===== src/rtl/sw_led_mmio_pkg.sv =====
// sw_led_mmio_pkg: shared definitions for the switch/LED memory-mapped block.
//   GPIO_W           width of the switch and LED vectors
//   OFF_*            register word indices, compared against addr[4:2]
//   bus_req_t        one cycle of core data-bus request signals
//   be_lane_mask()   expands byte enables 0-1 into a 16-bit lane mask
package sw_led_mmio_pkg;

  localparam int GPIO_W = 16;

  localparam logic [2:0] OFF_SW_VAL  = 3'd0;  // byte offset 0x00
  localparam logic [2:0] OFF_SW_EDGE = 3'd1;  // byte offset 0x04
  localparam logic [2:0] OFF_LED     = 3'd2;  // byte offset 0x08
  localparam logic [2:0] OFF_IRQ_EN  = 3'd3;  // byte offset 0x0C
  localparam logic [2:0] OFF_BLINK   = 3'd4;  // byte offset 0x10

  typedef struct packed {
    logic        req;
    logic        we;
    logic [3:0]  be;
    logic [31:0] addr;
    logic [31:0] wdata;
  } bus_req_t;

  // Only the two low byte lanes carry GPIO bits; upper lanes are ignored.
  function automatic logic [GPIO_W-1:0] be_lane_mask(input logic [3:0] be);
    return {{8{be[1]}}, {8{be[0]}}};
  endfunction

endpackage


===== src/rtl/sw_debounce.sv =====
// sw_debounce: 2-flop synchronizer followed by a stability debouncer.
//   clk_i     system clock
//   rst_i     synchronous reset, active-high
//   sw_i      raw asynchronous switch inputs [W-1:0]
//   sw_val_o  debounced switch vector [W-1:0]
//   change_o  bits that flip in sw_val_o; asserted for the single cycle in
//             which the new value is accepted, aligned with the sw_val update
// A new synchronized value must stay identical for DEBOUNCE_CYCLES cycles
// (minimum 2) before it is accepted; any change restarts the count.
module sw_debounce #(
  parameter int W               = 16,
  parameter int DEBOUNCE_CYCLES = 16
) (
  input  logic         clk_i,
  input  logic         rst_i,
  input  logic [W-1:0] sw_i,
  output logic [W-1:0] sw_val_o,
  output logic [W-1:0] change_o
);

  localparam int CNT_W = (DEBOUNCE_CYCLES > 2) ? $clog2(DEBOUNCE_CYCLES) : 1;
  localparam logic [CNT_W-1:0] CNT_LAST = CNT_W'(DEBOUNCE_CYCLES - 1);

  logic [W-1:0]     sync1_q, sync1_d;
  logic [W-1:0]     sync2_q, sync2_d;
  logic [W-1:0]     cand_q,  cand_d;
  logic [CNT_W-1:0] cnt_q,   cnt_d;
  logic [W-1:0]     val_q,   val_d;

  always_comb begin
    // NOTE: every output of this block gets a default first, so no path leaves
    // a signal unassigned and no latch is inferred.
    sync1_d  = sw_i;
    sync2_d  = sync1_q;
    cand_d   = cand_q;
    cnt_d    = cnt_q;
    val_d    = val_q;
    change_o = '0;

    if (sync2_q != cand_q) begin
      // Input moved: follow it and restart the stability count.
      cand_d = sync2_q;
      cnt_d  = '0;
    end else if (cand_q != val_q) begin
      if (cnt_q == CNT_LAST) begin
        val_d    = cand_q;
        change_o = cand_q ^ val_q;
        cnt_d    = '0;
      end else begin
        cnt_d = cnt_q + CNT_W'(1);
      end
    end else begin
      cnt_d = '0;
    end
  end

  always_ff @(posedge clk_i) begin
    // NOTE: sequential state uses non-blocking assignments so every flop samples
    // the pre-edge value of its source, independent of statement order.
    if (rst_i) begin
      sync1_q <= '0;
      sync2_q <= '0;
      cand_q  <= '0;
      cnt_q   <= '0;
      val_q   <= '0;
    end else begin
      sync1_q <= sync1_d;
      sync2_q <= sync2_d;
      cand_q  <= cand_d;
      cnt_q   <= cnt_d;
      val_q   <= val_d;
    end
  end

  assign sw_val_o = val_q;

endmodule


===== src/rtl/sw_led_mmio.sv =====
// sw_led_mmio: memory-mapped switch/LED responder on the miriscv data bus.
//   clk_i, rst_i           clock, synchronous active-high reset
//   req_i, we_i, be_i,     bus request (one cycle), write flag, byte enables,
//   addr_i, wdata_i        byte address, write data
//   rdata_o, ack_o         read data and response strobe, one cycle after a hit
//   sw_i                   raw switch inputs
//   led_o                  LED drive
//   irq_o                  level interrupt: IRQ_EN && any SW_EDGE bit
// Register window (32 bytes at BASE_ADDR):
//   0x00 SW_VAL RO, 0x04 SW_EDGE RW1C, 0x08 LED RW, 0x0C IRQ_EN RW,
//   0x10 BLINK RW (only with SW_LED_MMIO_BLINK_EN), 0x14-0x1C reserved.
// Build option: define SW_LED_MMIO_BLINK_EN to add the BLINK mask and a
// blink_phase toggling every BLINK_DIV cycles (BLINK_DIV >= 2);
// led_o = LED ^ (BLINK & blink_phase). Without it, led_o = LED.
module sw_led_mmio
  import sw_led_mmio_pkg::*;
#(
  parameter logic [31:0] BASE_ADDR       = 32'h8000_0000,
  parameter int          DEBOUNCE_CYCLES = 16,
  parameter int          BLINK_DIV       = 25_000_000
) (
  input  logic              clk_i,
  input  logic              rst_i,
  input  logic              req_i,
  input  logic              we_i,
  input  logic [3:0]        be_i,
  input  logic [31:0]       addr_i,
  input  logic [31:0]       wdata_i,
  output logic [31:0]       rdata_o,
  output logic              ack_o,
  input  logic [GPIO_W-1:0] sw_i,
  output logic [GPIO_W-1:0] led_o,
  output logic              irq_o
);

  bus_req_t          bus;
  logic              hit, wr_hit, rd_hit;
  logic [2:0]        off;
  logic [GPIO_W-1:0] lane_m, wr_bits, edge_clr;
  logic [GPIO_W-1:0] sw_val, sw_change;

  logic [GPIO_W-1:0] led_q,    led_d;
  logic [GPIO_W-1:0] edge_q,   edge_d;
  logic              irq_en_q, irq_en_d;
  logic              irq_q,    irq_d;
  logic              ack_q,    ack_d;
  logic [31:0]       rdata_q,  rdata_d;

  assign bus = '{req: req_i, we: we_i, be: be_i, addr: addr_i, wdata: wdata_i};

  assign hit     = bus.req && (bus.addr[31:5] == BASE_ADDR[31:5]);
  assign off     = bus.addr[4:2];
  assign wr_hit  = hit && bus.we;
  assign rd_hit  = hit && !bus.we;
  assign lane_m  = be_lane_mask(bus.be);
  assign wr_bits = bus.wdata[GPIO_W-1:0] & lane_m;

  sw_debounce #(
    .W              (GPIO_W),
    .DEBOUNCE_CYCLES(DEBOUNCE_CYCLES)
  ) u_debounce (
    .clk_i   (clk_i),
    .rst_i   (rst_i),
    .sw_i    (sw_i),
    .sw_val_o(sw_val),
    .change_o(sw_change)
  );

`ifdef SW_LED_MMIO_BLINK_EN
  localparam int BLINK_CNT_W = (BLINK_DIV > 2) ? $clog2(BLINK_DIV) : 1;
  localparam logic [BLINK_CNT_W-1:0] BLINK_LAST = BLINK_CNT_W'(BLINK_DIV - 1);

  logic [GPIO_W-1:0]      blink_q,     blink_d;
  logic [BLINK_CNT_W-1:0] blink_cnt_q, blink_cnt_d;
  logic                   blink_phase_q, blink_phase_d;
  logic [GPIO_W-1:0]      led_out_q,   led_out_d;

  always_comb begin
    blink_cnt_d   = blink_cnt_q + BLINK_CNT_W'(1);
    blink_phase_d = blink_phase_q;
    if (blink_cnt_q == BLINK_LAST) begin
      blink_cnt_d   = '0;
      blink_phase_d = !blink_phase_q;
    end
    led_out_d = led_q ^ (blink_q & {GPIO_W{blink_phase_q}});
  end

  always_ff @(posedge clk_i) begin
    if (rst_i) begin
      blink_q       <= '0;
      blink_cnt_q   <= '0;
      blink_phase_q <= 1'b0;
      led_out_q     <= '0;
    end else begin
      blink_q       <= blink_d;
      blink_cnt_q   <= blink_cnt_d;
      blink_phase_q <= blink_phase_d;
      led_out_q     <= led_out_d;
    end
  end

  assign led_o = led_out_q;
`else
  assign led_o = led_q;
`endif

  always_comb begin
    led_d    = led_q;
    irq_en_d = irq_en_q;
    edge_clr = '0;
    rdata_d  = '0;
`ifdef SW_LED_MMIO_BLINK_EN
    blink_d  = blink_q;
`endif

    if (wr_hit) begin
      case (off)
        OFF_SW_EDGE: edge_clr = wr_bits;
        OFF_LED:     led_d    = (led_q & ~lane_m) | wr_bits;
        OFF_IRQ_EN:  if (bus.be[0]) irq_en_d = bus.wdata[0];
`ifdef SW_LED_MMIO_BLINK_EN
        OFF_BLINK:   blink_d  = (blink_q & ~lane_m) | wr_bits;
`endif
        default: ;
      endcase
    end

    if (rd_hit) begin
      case (off)
        OFF_SW_VAL:  rdata_d = {{(32-GPIO_W){1'b0}}, sw_val};
        OFF_SW_EDGE: rdata_d = {{(32-GPIO_W){1'b0}}, edge_q};
        OFF_LED:     rdata_d = {{(32-GPIO_W){1'b0}}, led_q};
        OFF_IRQ_EN:  rdata_d = {31'b0, irq_en_q};
`ifdef SW_LED_MMIO_BLINK_EN
        OFF_BLINK:   rdata_d = {{(32-GPIO_W){1'b0}}, blink_q};
`endif
        default:     rdata_d = '0;
      endcase
    end

    // Clear first, then OR in new changes: a set in the same cycle as a W1C wins.
    edge_d = (edge_q & ~edge_clr) | sw_change;
    ack_d  = hit;
    irq_d  = irq_en_q && (|edge_q);
  end

  always_ff @(posedge clk_i) begin
    if (rst_i) begin
      led_q    <= '0;
      edge_q   <= '0;
      irq_en_q <= 1'b0;
      irq_q    <= 1'b0;
      ack_q    <= 1'b0;
      rdata_q  <= '0;
    end else begin
      led_q    <= led_d;
      edge_q   <= edge_d;
      irq_en_q <= irq_en_d;
      irq_q    <= irq_d;
      ack_q    <= ack_d;
      rdata_q  <= rdata_d;
    end
  end

  assign rdata_o = rdata_q;
  assign ack_o   = ack_q;
  assign irq_o   = irq_q;

  // Bus bits that no register uses (byte offset, upper lanes).
  logic unused_bits;
`ifdef SW_LED_MMIO_BLINK_EN
  assign unused_bits = ^{bus.addr[1:0], bus.be[3:2], bus.wdata[31:GPIO_W]};
`else
  localparam logic [31:0] BLINK_DIV_W = 32'(BLINK_DIV);
  assign unused_bits = ^{bus.addr[1:0], bus.be[3:2], bus.wdata[31:GPIO_W],
                         BLINK_DIV_W[0]};
`endif

endmodule


===== config.mk =====
export PLATFORM = sky130hd
export DESIGN_NAME = sw_led_mmio
export DESIGN_NICKNAME = d
export VERILOG_FILES = /design/src/rtl/sw_led_mmio_pkg.sv /design/src/rtl/sw_debounce.sv /design/src/rtl/sw_led_mmio.sv
export SDC_FILE = /design/constraint.sdc
export NUM_CORES = 1
export LEC_CHECK = 0
export ABC_AREA = 1
export CAP_MARGIN = 25
export CORE_UTILIZATION = 38
export DETAILED_ROUTE_END_ITERATION = 12
export SKIP_CTS_REPAIR_TIMING = 1
export SYNTH_ARGS = -nofsm -noshare
export SYNTH_HDL_FRONTEND = slang
export SYNTH_HIERARCHICAL = 1
export SYNTH_SLANG_ARGS = --single-unit
export TNS_END_PERCENT = 50

===== constraint.sdc =====
create_clock -name clk_i -period 2.6 [get_ports clk_i]
set_clock_uncertainty 0.15 [all_clocks]
set_input_delay 0.52 -clock clk_i [delete_from_list [all_inputs] [get_ports clk_i]]
set_output_delay 0.52 -clock clk_i [all_outputs]
set_load 0.05 [all_outputs]

==> qor.txt, run 1 <==
Post-Synthesis Cells -> 815
Critical path arrival -> 1.63 ns
Die Y-Extent -> 123 µm
GR Util met3 -> 0.0516
Mapped Area -> 5540 µm²
Post-synth EDFFs -> 0
Critical-path cell list -> clkdlybuf4s50_1
Area growth from synthesis to layout -> 29.7%
Worst Path Required -> 1.93 ns
FP Rows -> 43
Max_cap viols -> 0
DR vias -> 4812
CTS tree -> built
H-tree depth -> 4
Iter 0 DRT Violations -> 298
Initial Utilization -> 0.394
Most instantiated library cell after synthesis -> nand2_1
CP endpoint kind -> output port
Yosys top cell by area -> dfxtp_1
Setup Crit Path Kind -> reg2out
Max Clk Rate -> 435 MHz
Comb power frac -> 0.083
Crit path max fanout -> 3
Cell Pwr Density -> 610 nW/µm²
Pin count of the biggest net entering global routing -> 48
Hold Path Class -> in2reg
Chip width -> 123 µm
Post-synthesis register bit count -> 119
Seq pwr share -> 0.428
Slowest stage cell, crit path -> clkdlybuf4s50_1
Distinct cell type count after synthesis -> 32
Int Power -> 3.38 mW
IO Port Bufs -> 101
Critical path's largest stage delay -> 0.83 ns
Top post-synthesis cells by area -> dfxtp_1 43%, nand2_1 15%, inv_1 10%
Pre-antenna DRT Iters -> 4
Clock latency at the later pin of the worst-skew pair -> 0.41 ns
Count of pins over their slew limit -> 0
Total wire length -> 12.2 mm
DP Wirelength -> 9.07 mm
Setup TNS -> 0 ns
Peak supply drop -> 0.000466 V
Final setup fails -> 0
Register area share after synthesis -> 0.430
Total power -> 4.38 mW
Synth async-reset ratio -> 0
Crit path buffers/inverters -> 1
Worst slew margin -> 0.639
Switch share -> 0.227
Non-filler cells, final -> 1108
Clock share of power -> 0.489
Leak -> 3.00 nW
Main synth FF type -> dfxtp_1
Core ar. -> 14000 µm²
GR peak layer -> met2
Synthesis Warnings -> 6
Placed Area -> 6630 µm²
Via density -> 4.34
Unrepaired setup endpoints after global routing -> no
Outcome -> finished clean
Cts bufs inserted -> 17
Total GRT Usage -> 0.174
Worst-margin pin slew -> 0.537 ns
Final period utilization -> 0.884
Crit path max-delay family -> buffers and inverters
First-pass GRT wire length -> 20.2 mm
NetSw -> 0.994 mW
Synth top area share -> 0.430
Layout cell share with drive strength beyond 1 -> 0.0733
Residual DRC -> 0
Clk sinks -> 119
I/O pin count -> 138
Antenna cell count -> 0
Syn_area_per_cell -> 6.79 µm²
Number of global-route vias before repair -> 4369
Met2 GRT Util -> 0.275
ANT nets after route -> 0
Final min period -> 2.30 ns
Routed WL per cell -> 11.0 µm
Met1 GRT Util -> 0.219
Worst hold slack -> 0.225 ns
Layout filler cell count -> 1450
Nets -> 1004
Initial antenna violation count -> 0
Global route total overflow -> 0
Clock Pin Slew Worst Setup and Hold Paths -> 0.05 ns
Clock Path Buffers -> 2
Placed cell count -> 1076
Final Hold Fails -> 0
GPL Wtd Cong -> 0.769
Post-route cell area -> 7180 µm²
Synth top cells by count -> 215 x nand2_1, 149 x inv_1, 132 x nor2_1, 119 x dfxtp_1, 39 x a21oi_1
Critical Path Start Type -> register
CTS Root Cell -> clkbuf_16
Die area -> 15100 µm²
-- power by group through the flow --
| stage | Clock (mW) | Sequential [mW] | Combinational (mW) |
|---|---|---|---|
| floorplan | 0 | 1.91 | 0.232 |
| detailed placement | 0 | 1.91 | 0.365 |
| CTS | 2.20 | 1.87 | 0.367 |
| global placement | 0 | 1.91 | 0.366 |
| finish | 2.14 | 1.87 | 0.364 |
| global route | 2.29 | 1.87 | 0.402 |
-- routing by layer --
metal  share of wire  vias up
met1            0.48     2022
met5               0        -
met2            0.44      143
met3           0.075        7
met4          0.0069        0
li1                -     2640
-- cell type report --
type                       instances  area [µm²]  area share
timing repair buffer             112        1100       0.153
clock inverter                     9        75.1      0.0105
tap                              180         225      0.0314
multi-input combinational        510        2340       0.326
clock buffer                      23         478      0.0665
sequential                       119        2380       0.332
inverter                         155         582      0.0810
-- worst reg2reg max path: cells and delay by family (launching register included) --
family / cells / cell delay (ns)
buffers and inverters: 1 / 0.07
xor gates and xnor gates: 1 / 0.13
AOI/OAI and AO/OA: 2 / 0.42
and+or+nand+nor: 5 / 0.80
DFF: 1 / 0.38
-- stage by stage --
step	utilization	setup WS (ns)
2_1_floorplan	-	0.892
6_report	0.512	0.302
5_1_grt	0.512	0.250
3_3_place_gp	0.472	0.178
4_1_cts	0.512	0.278
3_5_place_dp	0.472	0.182
-- placed cells by master, fill, tap and decap left out, types with 2 or more instances in the layout --
cell             count
a31oi_1             15
nand4_1             38
nor4_1               4
inv_1              149
clkbuf_16           17
clkbuf_8             3
conb_1              16
nor2_4               2
buf_4               10
inv_2                4
clkinv_2             6
a21oi_1             39
clkinv_1             2
clkbuf_1             3
clkdlybuf4s50_1    100
nand3_1              4
o21bai_1             7
xnor2_1             12
nor2_1             132
clkinvlp_4           2
dfxtp_1            119
nand2_1            215
nand2_2             15
-- final timing paths --
path / startpoint / to / slack [ns] / cells past startpoint
min reg2reg: u_debounce/sync1_q[12] / u_debounce/sync2_q[12] / 0.25 / 2
min: rst_i / ack_o / 0.22 / 2
max reg2reg: u_debounce/cand_q[13] / edge_q[12] / 0.59 / 9
max: register / led_o[11] / 0.30 / 1
-- kinds of logic after synthesis --
family / after synthesis / share of synthesized area
DFF: 119 / 0.430
buffers and inverters: 201 / 0.157
adders and majority gates: 1 / 0.00226
and+or+nand+nor: 416 / 0.322
AOI/OAI and AO/OA: 64 / 0.0669
other: 1 / 0.000677
xor gates and xnor gates: 13 / 0.0206
Power figures use the tool's default switching activity.
==> run 2, diff against run 1 <==
--- a/config.mk
+++ b/config.mk
@@ -8,6 +8,7 @@
 export ABC_AREA = 1
 export CAP_MARGIN = 25
 export CORE_UTILIZATION = 38
+export CTS_CLUSTER_DIAMETER = 200
 export DETAILED_ROUTE_END_ITERATION = 12
 export SKIP_CTS_REPAIR_TIMING = 1
 export SYNTH_ARGS = -nofsm -noshare
==> results of run 2 <==
No change in the layout: final DEF, timing and power equal those of run 1.
==> run 3, diff against run 2 <==
--- a/config.mk
+++ b/config.mk
@@ -8,8 +8,9 @@
 export ABC_AREA = 1
 export CAP_MARGIN = 25
 export CORE_UTILIZATION = 38
-export CTS_CLUSTER_DIAMETER = 200
+export CTS_CLUSTER_DIAMETER = 30
 export DETAILED_ROUTE_END_ITERATION = 12
+export GPL_TIMING_DRIVEN = 1
 export SKIP_CTS_REPAIR_TIMING = 1
 export SYNTH_ARGS = -nofsm -noshare
 export SYNTH_HDL_FRONTEND = slang
==> results of run 3 <==
No change in the layout: final DEF, timing and power equal those of run 1.
